[src/rtl/pipeline_hazard_control_pkg.sv]
// ----------------------------------------------------------------------------
// pipeline_hazard_control_pkg : LC-3b types and hazard-control definitions
// Rev 1.0
// ----------------------------------------------------------------------------
`default_nettype none

package pipeline_hazard_control_pkg;

  typedef logic [3:0] lc3b_opcode;
  typedef logic [2:0] lc3b_reg;

  localparam lc3b_opcode op_br   = 4'h0;
  localparam lc3b_opcode op_add  = 4'h1;
  localparam lc3b_opcode op_ldb  = 4'h2;
  localparam lc3b_opcode op_stb  = 4'h3;
  localparam lc3b_opcode op_jsr  = 4'h4;
  localparam lc3b_opcode op_and  = 4'h5;
  localparam lc3b_opcode op_ldr  = 4'h6;
  localparam lc3b_opcode op_str  = 4'h7;
  localparam lc3b_opcode op_rti  = 4'h8;
  localparam lc3b_opcode op_not  = 4'h9;
  localparam lc3b_opcode op_ldi  = 4'ha;
  localparam lc3b_opcode op_sti  = 4'hb;
  localparam lc3b_opcode op_jmp  = 4'hc;
  localparam lc3b_opcode op_shf  = 4'hd;
  localparam lc3b_opcode op_lea  = 4'he;
  localparam lc3b_opcode op_trap = 4'hf;

  typedef enum logic [1:0] {
    IND_IDLE   = 2'd0,
    IND_FIRST  = 2'd1,
    IND_SECOND = 2'd2
  } lc3b_ind_state;

  typedef struct packed {
    logic pc_load;
    logic if_id_load;
    logic id_ex_load;
    logic ex_mem_load;
    logic mem_wb_load;
    logic if_id_flush;
    logic id_ex_flush;
    logic ex_mem_flush;
  } lc3b_pipe_ctrl;

  localparam lc3b_pipe_ctrl CTRL_RESET    = 8'b00000_111;
  localparam lc3b_pipe_ctrl CTRL_FREEZE   = 8'b00000_000;
  localparam lc3b_pipe_ctrl CTRL_FLUSH    = 8'b11111_111;
  localparam lc3b_pipe_ctrl CTRL_LOAD_USE = 8'b00111_010;
  localparam lc3b_pipe_ctrl CTRL_RUN      = 8'b11111_000;

  function automatic logic is_indirect(input lc3b_opcode op);
    return (op == op_ldi) || (op == op_sti);
  endfunction

  // Opcodes whose result only exists after the MEM-stage read
  function automatic logic is_load(input lc3b_opcode op);
    return (op == op_ldr) || (op == op_ldb) || (op == op_ldi);
  endfunction

endpackage

`default_nettype wire

[src/rtl/pipeline_hazard_control_indirect.sv]
// ----------------------------------------------------------------------------
// indirect_access_fsm : sequences the two data accesses of LDI/STI
// Rev 1.0
// ----------------------------------------------------------------------------
`default_nettype none

module indirect_access_fsm
  import pipeline_hazard_control_pkg::*;
(
  input  logic          clk,
  input  logic          reset,
  input  logic          ind,
  input  logic          dmem_resp,
  output lc3b_ind_state state,
  output logic          ind_ptr_load,
  output logic          ind_addr_sel
);

  lc3b_ind_state state_q, state_d;

  always_comb begin
    state_d = state_q;
    case (state_q)
      IND_IDLE:   if (ind)       state_d = IND_FIRST;
      IND_FIRST:  if (dmem_resp) state_d = IND_SECOND;
      IND_SECOND: if (dmem_resp) state_d = IND_IDLE;
      default:                   state_d = IND_IDLE;
    endcase
  end

  always_ff @(posedge clk) begin
    if (reset) state_q <= IND_IDLE;
    else       state_q <= state_d;
  end

  assign state = state_q;
  // Gated by reset so a pointer mux held mid-indirect never leaks through
  assign ind_ptr_load = !reset && (state_q == IND_FIRST) && dmem_resp;
  assign ind_addr_sel = !reset && (state_q == IND_SECOND);

endmodule

`default_nettype wire

[src/rtl/pipeline_hazard_control.sv]
// ----------------------------------------------------------------------------
// pipeline_hazard_control : stall/flush sequencer for the LC-3b 5-stage pipe
// Rev 1.0
// ----------------------------------------------------------------------------
`default_nettype none

module pipeline_hazard_control
  import pipeline_hazard_control_pkg::*;
#(
  parameter int CNT_WIDTH = 16
) (
  input  logic                 clk,
  input  logic                 reset,
  input  logic                 id_valid,
  input  logic [2:0]           id_sr1,
  input  logic [2:0]           id_sr2,
  input  logic                 id_sr1_used,
  input  logic                 id_sr2_used,
  input  logic                 ex_valid,
  input  logic [3:0]           ex_opcode,
  input  logic [2:0]           ex_dest,
  input  logic                 ex_regwrite,
  input  logic                 mem_valid,
  input  logic [3:0]           mem_opcode,
  input  logic                 mem_branch_taken,
  input  logic                 imem_req,
  input  logic                 imem_resp,
  input  logic                 dmem_req,
  input  logic                 dmem_resp,
  output logic                 pc_load,
  output logic                 if_id_load,
  output logic                 id_ex_load,
  output logic                 ex_mem_load,
  output logic                 mem_wb_load,
  output logic                 if_id_flush,
  output logic                 id_ex_flush,
  output logic                 ex_mem_flush,
  output logic                 ind_ptr_load,
  output logic                 ind_addr_sel,
  output logic [CNT_WIDTH-1:0] load_use_cnt,
  output logic [CNT_WIDTH-1:0] mem_wait_cnt,
  output logic [CNT_WIDTH-1:0] flush_cnt
);

  localparam logic [CNT_WIDTH-1:0] CNT_MAX = {CNT_WIDTH{1'b1}};
  localparam logic [CNT_WIDTH-1:0] CNT_ONE = CNT_WIDTH'(1);

  lc3b_ind_state ind_state;
  lc3b_pipe_ctrl ctrl;
  logic          ind;
  logic          load_use;
  logic          mem_wait;
  logic          ev_wait, ev_flush, ev_load_use;

  logic [CNT_WIDTH-1:0] load_use_cnt_q, load_use_cnt_d;
  logic [CNT_WIDTH-1:0] mem_wait_cnt_q, mem_wait_cnt_d;
  logic [CNT_WIDTH-1:0] flush_cnt_q, flush_cnt_d;

  assign ind = mem_valid && is_indirect(mem_opcode);

  indirect_access_fsm u_ind_fsm (
    .clk          (clk),
    .reset        (reset),
    .ind          (ind),
    .dmem_resp    (dmem_resp),
    .state        (ind_state),
    .ind_ptr_load (ind_ptr_load),
    .ind_addr_sel (ind_addr_sel)
  );

  // An indirect op holds MEM until the second access returns
  assign mem_wait = (dmem_req && !dmem_resp) ||
                    (imem_req && !imem_resp) ||
                    (ind && !((ind_state == IND_SECOND) && dmem_resp));

  assign load_use = ex_valid && ex_regwrite && id_valid && is_load(ex_opcode) &&
                    ((id_sr1_used && (id_sr1 == ex_dest)) ||
                     (id_sr2_used && (id_sr2 == ex_dest)));

  always_comb begin
    ctrl        = CTRL_RUN;
    ev_wait     = 1'b0;
    ev_flush    = 1'b0;
    ev_load_use = 1'b0;
    if (reset) begin
      ctrl = CTRL_RESET;
    end else if (mem_wait) begin
      ctrl    = CTRL_FREEZE;
      ev_wait = 1'b1;
    end else if (mem_branch_taken) begin
      ctrl     = CTRL_FLUSH;
      ev_flush = 1'b1;
    end else if (load_use) begin
      ctrl        = CTRL_LOAD_USE;
      ev_load_use = 1'b1;
    end
  end

  always_comb begin
    load_use_cnt_d = load_use_cnt_q;
    mem_wait_cnt_d = mem_wait_cnt_q;
    flush_cnt_d    = flush_cnt_q;
    if (ev_load_use && (load_use_cnt_q != CNT_MAX)) load_use_cnt_d = load_use_cnt_q + CNT_ONE;
    if (ev_wait     && (mem_wait_cnt_q != CNT_MAX)) mem_wait_cnt_d = mem_wait_cnt_q + CNT_ONE;
    if (ev_flush    && (flush_cnt_q    != CNT_MAX)) flush_cnt_d    = flush_cnt_q + CNT_ONE;
  end

  always_ff @(posedge clk) begin
    if (reset) begin
      load_use_cnt_q <= '0;
      mem_wait_cnt_q <= '0;
      flush_cnt_q    <= '0;
    end else begin
      load_use_cnt_q <= load_use_cnt_d;
      mem_wait_cnt_q <= mem_wait_cnt_d;
      flush_cnt_q    <= flush_cnt_d;
    end
  end

  assign pc_load      = ctrl.pc_load;
  assign if_id_load   = ctrl.if_id_load;
  assign id_ex_load   = ctrl.id_ex_load;
  assign ex_mem_load  = ctrl.ex_mem_load;
  assign mem_wb_load  = ctrl.mem_wb_load;
  assign if_id_flush  = ctrl.if_id_flush;
  assign id_ex_flush  = ctrl.id_ex_flush;
  assign ex_mem_flush = ctrl.ex_mem_flush;
  assign load_use_cnt = load_use_cnt_q;
  assign mem_wait_cnt = mem_wait_cnt_q;
  assign flush_cnt    = flush_cnt_q;

endmodule

`default_nettype wire

[config.mk]
export PLATFORM = sky130hd
export DESIGN_NAME = pipeline_hazard_control
export DESIGN_NICKNAME = d
export VERILOG_FILES = /design/src/rtl/pipeline_hazard_control_pkg.sv /design/src/rtl/pipeline_hazard_control_indirect.sv /design/src/rtl/pipeline_hazard_control.sv
export SDC_FILE = /design/constraint.sdc
export NUM_CORES = 1
export LEC_CHECK = 0
export ABC_AREA = 1
export BUFFER_PORTS_ARGS = -buffer_cell sky130_fd_sc_hd__buf_2
export CAP_MARGIN = 20
export CORE_MARGIN = 1.5
export CORE_UTILIZATION = 30
export DETAILED_ROUTE_END_ITERATION = 12
export HOLD_SLACK_MARGIN = 0.02
export PLACE_DENSITY = 0.63
export SYNTH_ARGS = -nofsm -noshare
export SYNTH_HDL_FRONTEND = slang
export SYNTH_SLANG_ARGS = --single-unit
[constraint.sdc]
create_clock -name clk -period 4.17 [get_ports clk]
set_input_delay 0.417 -clock clk [delete_from_list [all_inputs] [get_ports clk]]
set_output_delay 0.417 -clock clk [all_outputs]
set_load 0.05 [all_outputs]
Yosys cells after proc, flatten, opt, wreduce, memory -nomap -nowiden. Index checks and enable logic that the tools add are counted.

Equality and inequality tests: 15. Reductions and logical operators: 29. Add/subtract/negate cells: 3. Multiplexer cells: 17.

Operator list (number): $add 16x1->16 const B (3); $ne 16x16->1 const B (3); $mux 8 (4); $logic_and 1x1->1 (17); $eq 4x4->1 const B (3); $mux 1 (9); $eq 3x3->1 (2); $logic_or 1x1->1 (6); $mux 2 (3); $ne 2x2->1 const B (3); $pmux 2 s3 (1); $eq 4x2->1 const B (1); $eq 4x3->1 const B (1); $logic_not 1->1 (4); $reduce_and 3->1 (1); $eq 2x1->1 const B (1); $eq 2x2->1 const B (1); $logic_not 2->1 (1).

Bits of input ports: 30. Logic and storage cells: 68. Flip-flop bits (word level): 50. Output and inout bits: 58.

Depth between registers and ports, before layout.
Depth after elaboration: 10. Gate-level depth with buffers: 13. Mapped depth without buffers: 13.

Modules after synthesis. A second synthesis with hierarchy kept.

Cell total of the unflattened synthesis: 491. Area total of the unflattened synthesis: 3185.6 um^2.

Modules (own cells, without submodules): pipeline_hazard_control (cells an instance 475, area an instance 3086.7 um^2, times used 1, sequential area each 960.9 um^2); indirect_access_fsm (cells an instance 16, area an instance 98.8 um^2, times used 1, sequential area each 40.0 um^2).

Worst setup path after synthesis. No wires, ideal clock.

Kind: input-to-output. Start: input port dmem_resp. End: output port pc_load. Arrival time: 1892 ps. Data required time: 3753 ps. Stages: 9. Setup slack: 1861 ps. Path buffers: 1. Cells stage by stage: inv_2 -> nor2_2 -> nor2_1 -> nor2_4 -> nand2_4 -> inv_1 -> nand2_1 -> inv_1 -> buf_4.

Cells in the longest elaborated chain, start to end: 6. Elaborated cells on any way between the ends: 9. Those cells by class: mux: 2; reduce/logical: 7.

Ends and longest elaborated chain: start, declared (RTL line pipeline_hazard_control.sv:29) `input logic dmem_resp,`; $logic_not 1->1 or $logic_and 1x1->1 (tied branches) (RTL line pipeline_hazard_control.sv:72, pipeline_hazard_control.sv:74); $logic_and 1x1->1 or $logic_not 1->1 (tied branches) (RTL line pipeline_hazard_control.sv:72, pipeline_hazard_control.sv:74); $logic_or 1x1->1 or $logic_and 1x1->1 (tied branches) (RTL line pipeline_hazard_control.sv:72, pipeline_hazard_control.sv:74); $logic_or 1x1->1 * (RTL line pipeline_hazard_control.sv:73) `(imem_req && !imem_resp) ||`; $mux 8 * (RTL line pipeline_hazard_control.sv:87) `end else if (mem_wait) begin`; $mux 8 * (RTL line pipeline_hazard_control.sv:85) `if (reset) begin`; end, declared (RTL line pipeline_hazard_control.sv:30) `output logic pc_load,`.

Every way passes the cells marked *; elsewhere a longest branch is shown, timed or not.

Final worst setup path.
Start: input port reset. End: output port pc_load.

Cells in the longest elaborated chain, start to end: 1.

Ends and longest elaborated chain: start, declared (RTL line pipeline_hazard_control.sv:13) `input logic reset,`; $mux 8 (RTL line pipeline_hazard_control.sv:85).

Every way passes these cells.

==> out/results.ini <==
[status]
status = finished clean

[grt]
antenna_found_initial = 0
track_usage_pct = 13.3
grt_max_degree = 30
first_global_vias = 2883
grt_pass1_wl_mm = 12.5
grt-ovfl-total = 0

[routing]
routed_via_density = 4.61
drc = 0
ant_nets = 0
wl_mm = 7.32
first_iter_violations = 163
wire_per_inst_um = 10.5
vias = 3203
dr.pass1.iters = 4

[clock_tree]
cts_tree = yes
post_cts_resized = 0
clockRootBuffer = clkbuf_8
post_cts_buffers = 0
clkLatencyLatePin_ns = 0.30
numCtsBuffers = 5
ctsHoldBuffers = 0
cts.sink_count = 50
max-clock-path-buffers = 2
path_clk_slew_ns = 0.09
htreeDepth = 2

[setup_path]
worstPathMaxFanout = 29
worstPathRequired_ns = 3.75
r2r-end = mem_wait_cnt[4]
crit_chain = buf_2 -> clkinv_1 -> nand2_4 -> inv_1 -> nand2_1 -> inv_1 -> buf_2
critical_path_arrival_ns = 1.83
slowest_delay_ns = 0.51
reg2reg_depth = 11
critPathTopFamily = buffers and inverters
path_class = primary input to primary output
crit_buf_inv = 5
reg2reg_from = mem_wait_cnt[0]
cp-start-kind = primary input
reg2reg_slack_ns = 1.95
cp-end-kind = primary output
cp_slowest_cell = buf_2

[floorplan]
ios = 88
die_area_um2 = 11000
die_h_um = 105
start_util_pct = 30.5
die_w_um = 105
fp.coreArea_um2 = 10200
num_rows = 37

[final_layout]
fin_area_um2 = 3720
drive_gt1_share_pct = 24.2
fin_cells = 695
insertedDiodeCount = 0
areaGrowthSynthToFinish_pct = 19.3
nNetsFinal = 592
nFillCells = 1119

[yosys]
ys_types = 36
avgSynthCellArea_um2 = 6.48
synth_seq_area_share_pct = 32.1
ys.flop_type = dfxtp_1
synth_cells = 482
yosysWarnings = 0
async_reset_ff_share_pct = 0
synth_nets = 515
synth-simple-area-share_pct = 41.2
syn_area_um2 = 3120
synth_compound_area_share_pct = 9.42
ys_seq_elements = 50
synth_xor_area_share_pct = 3.93
synth_top_family_by_area = simple AND/OR/NAND/NOR gates
synth-edff-count = 0
synthMuxAreaShare_pct = 0
synth_fa_ha_area_share_pct = 1.20

[power_and_ir_drop]
peakVddDrop_v = 0.000177
p_per_area_nw_per_um2 = 258
power_leakage_nw = 1.73

[place]
gp_congestion = 0.837
hpwlAfterDp_mm = 5.52
dp_cells = 688
dpl_cell_area_um2 = 3610
io_buffers = 86

[timing]
finalMaxSlewViolations = 0
hold_viol = 0
setup-violations-final = 0
fmax_ghz = 0.445
period_needed_ns = 2.25
setup_tns_ns = 0
slew_headroom_pct = 56.2
max_slew.worst_pin.slew_ns = 0.657
skew_ns = 0.00783
rsz0062_at_grt = false
period_share_pct = 53.8

[hold_path]
hold_depth = 4
hold_start = mem_opcode[2]
hold_path_class = primary input to flop
worst_hold_path.endpoint = u_ind_fsm.state[0]

[run]
cap_violations = 0

how the worst max path moves through the flow:
stage / from / endpoint / slack, ns / cells past startpoint
4_1_cts: reset / pc_load / 1.88 / 7
3_3_place_gp: reset / if_id_load / 1.89 / 7
6_report: reset / pc_load / 1.92 / 7
3_5_place_dp: reset / if_id_load / 1.89 / 7
2_1_floorplan: dmem_resp / pc_load / 1.86 / 9
5_1_grt: mem_wait_cnt[1] / mem_wait_cnt[5] / 1.71 / 11
kinds of logic (layout without fill, tap and decap cells):
logic type | after synthesis | count (layout)
flops | 50 | 50
simple gates | 281 | 281
compound gates | 47 | 47
xor+xnor | 14 | 14
buf+inv | 87 | 164
fa+ha+maj | 3 | 3
report_power, final:
part / total [mW] / internal, mW / switching (mW)
clock: 0.355 / 0.192 / 0.163
sequential: 0.487 / 0.482 / 0.00514
combinational: 0.120 / 0.0331 / 0.0868
total: 0.962 / 0.707 / 0.255
routing by layer:
layer | vias to the layer above | share of wire (%) | GRT usage [%]
met1 | 1466 | 47 | 16.1
met3 | 4 | 3.2 | 2.31
met5 | - | 0 | 0
met2 | 52 | 50 | 24.4
li1 | 1681 | - | -
met4 | 0 | 0.70 | 3.03
cell type report:
class	instances	area (µm²)	share of cell area (%)
timing repair buffer	87	438	11.8
inverter	70	263	7.06
clock inverter	1	30.0	0.806
multi-input combinational	345	1740	46.7
tap	136	170	4.57
clock buffer	6	82.6	2.22
sequential	50	1000	26.9
synthesized netlist by cell type (3+ instances only):
library cell	number	share of area, %
nor2_2	3	0.60
xor2_1	9	2.5
a21oi_1	18	2.9
nand3_1	42	6.7
nor2_4	3	1.1
ha_1	3	1.2
dfxtp_1	50	32
nand2_1	124	15
a21oi_2	10	2.8
nand4_1	14	2.8
nor3_1	17	2.7
buf_4	7	1.7
nor2_1	61	7.3
o21ai_0	10	1.6
inv_2	7	0.84
clkbuf_1	5	0.60
inv_1	62	7.5
xnor2_1	5	1.4
nand2_2	10	2.0
state kept, by name (all words and copies together), names as in the netlist:
register / count
mem_wait_cnt: 16
load_use_cnt: 16
flush_cnt: 16
u_ind_fsm.state: 2
cell usage in the layout, fill, tap and decap left out, types with 3 or more instances in the layout:
cell	synthesis	routed
a21oi_1	18	18
a21oi_2	10	10
buf_2	2	86
clkbuf_8	0	6
dfxtp_1	50	50
ha_1	3	3
inv_1	62	62
inv_2	7	7
nand2_1	124	124
nand2_2	10	10
nand3_1	42	42
nand4_1	14	14
nor2_1	61	61
nor2_2	3	3
nor2_4	3	3
nor3_1	17	17
o21ai_0	10	10
xnor2_1	5	5
xor2_1	9	9
tightest hold or removal path, cell delays in order:
cell	delay, ns
buf_2	0.08
inv_1	0.03
nand4_1	0.09
a21oi_1	0.08
metrics by stage:
step           setup WS [ns]  utilization, %  power (mW)  hold WS, ns
6_report                1.92            36.4       0.962        0.437
3_5_place_dp            1.89            35.3       0.619        0.483
2_1_floorplan           1.86               -       0.590        0.454
4_1_cts                 1.88            36.4       0.975        0.424
5_1_grt                 1.71            36.4        1.01        0.461
3_3_place_gp            1.89            35.3       0.617        0.467
No activity file was read; power rests on OpenSTA's default activity.
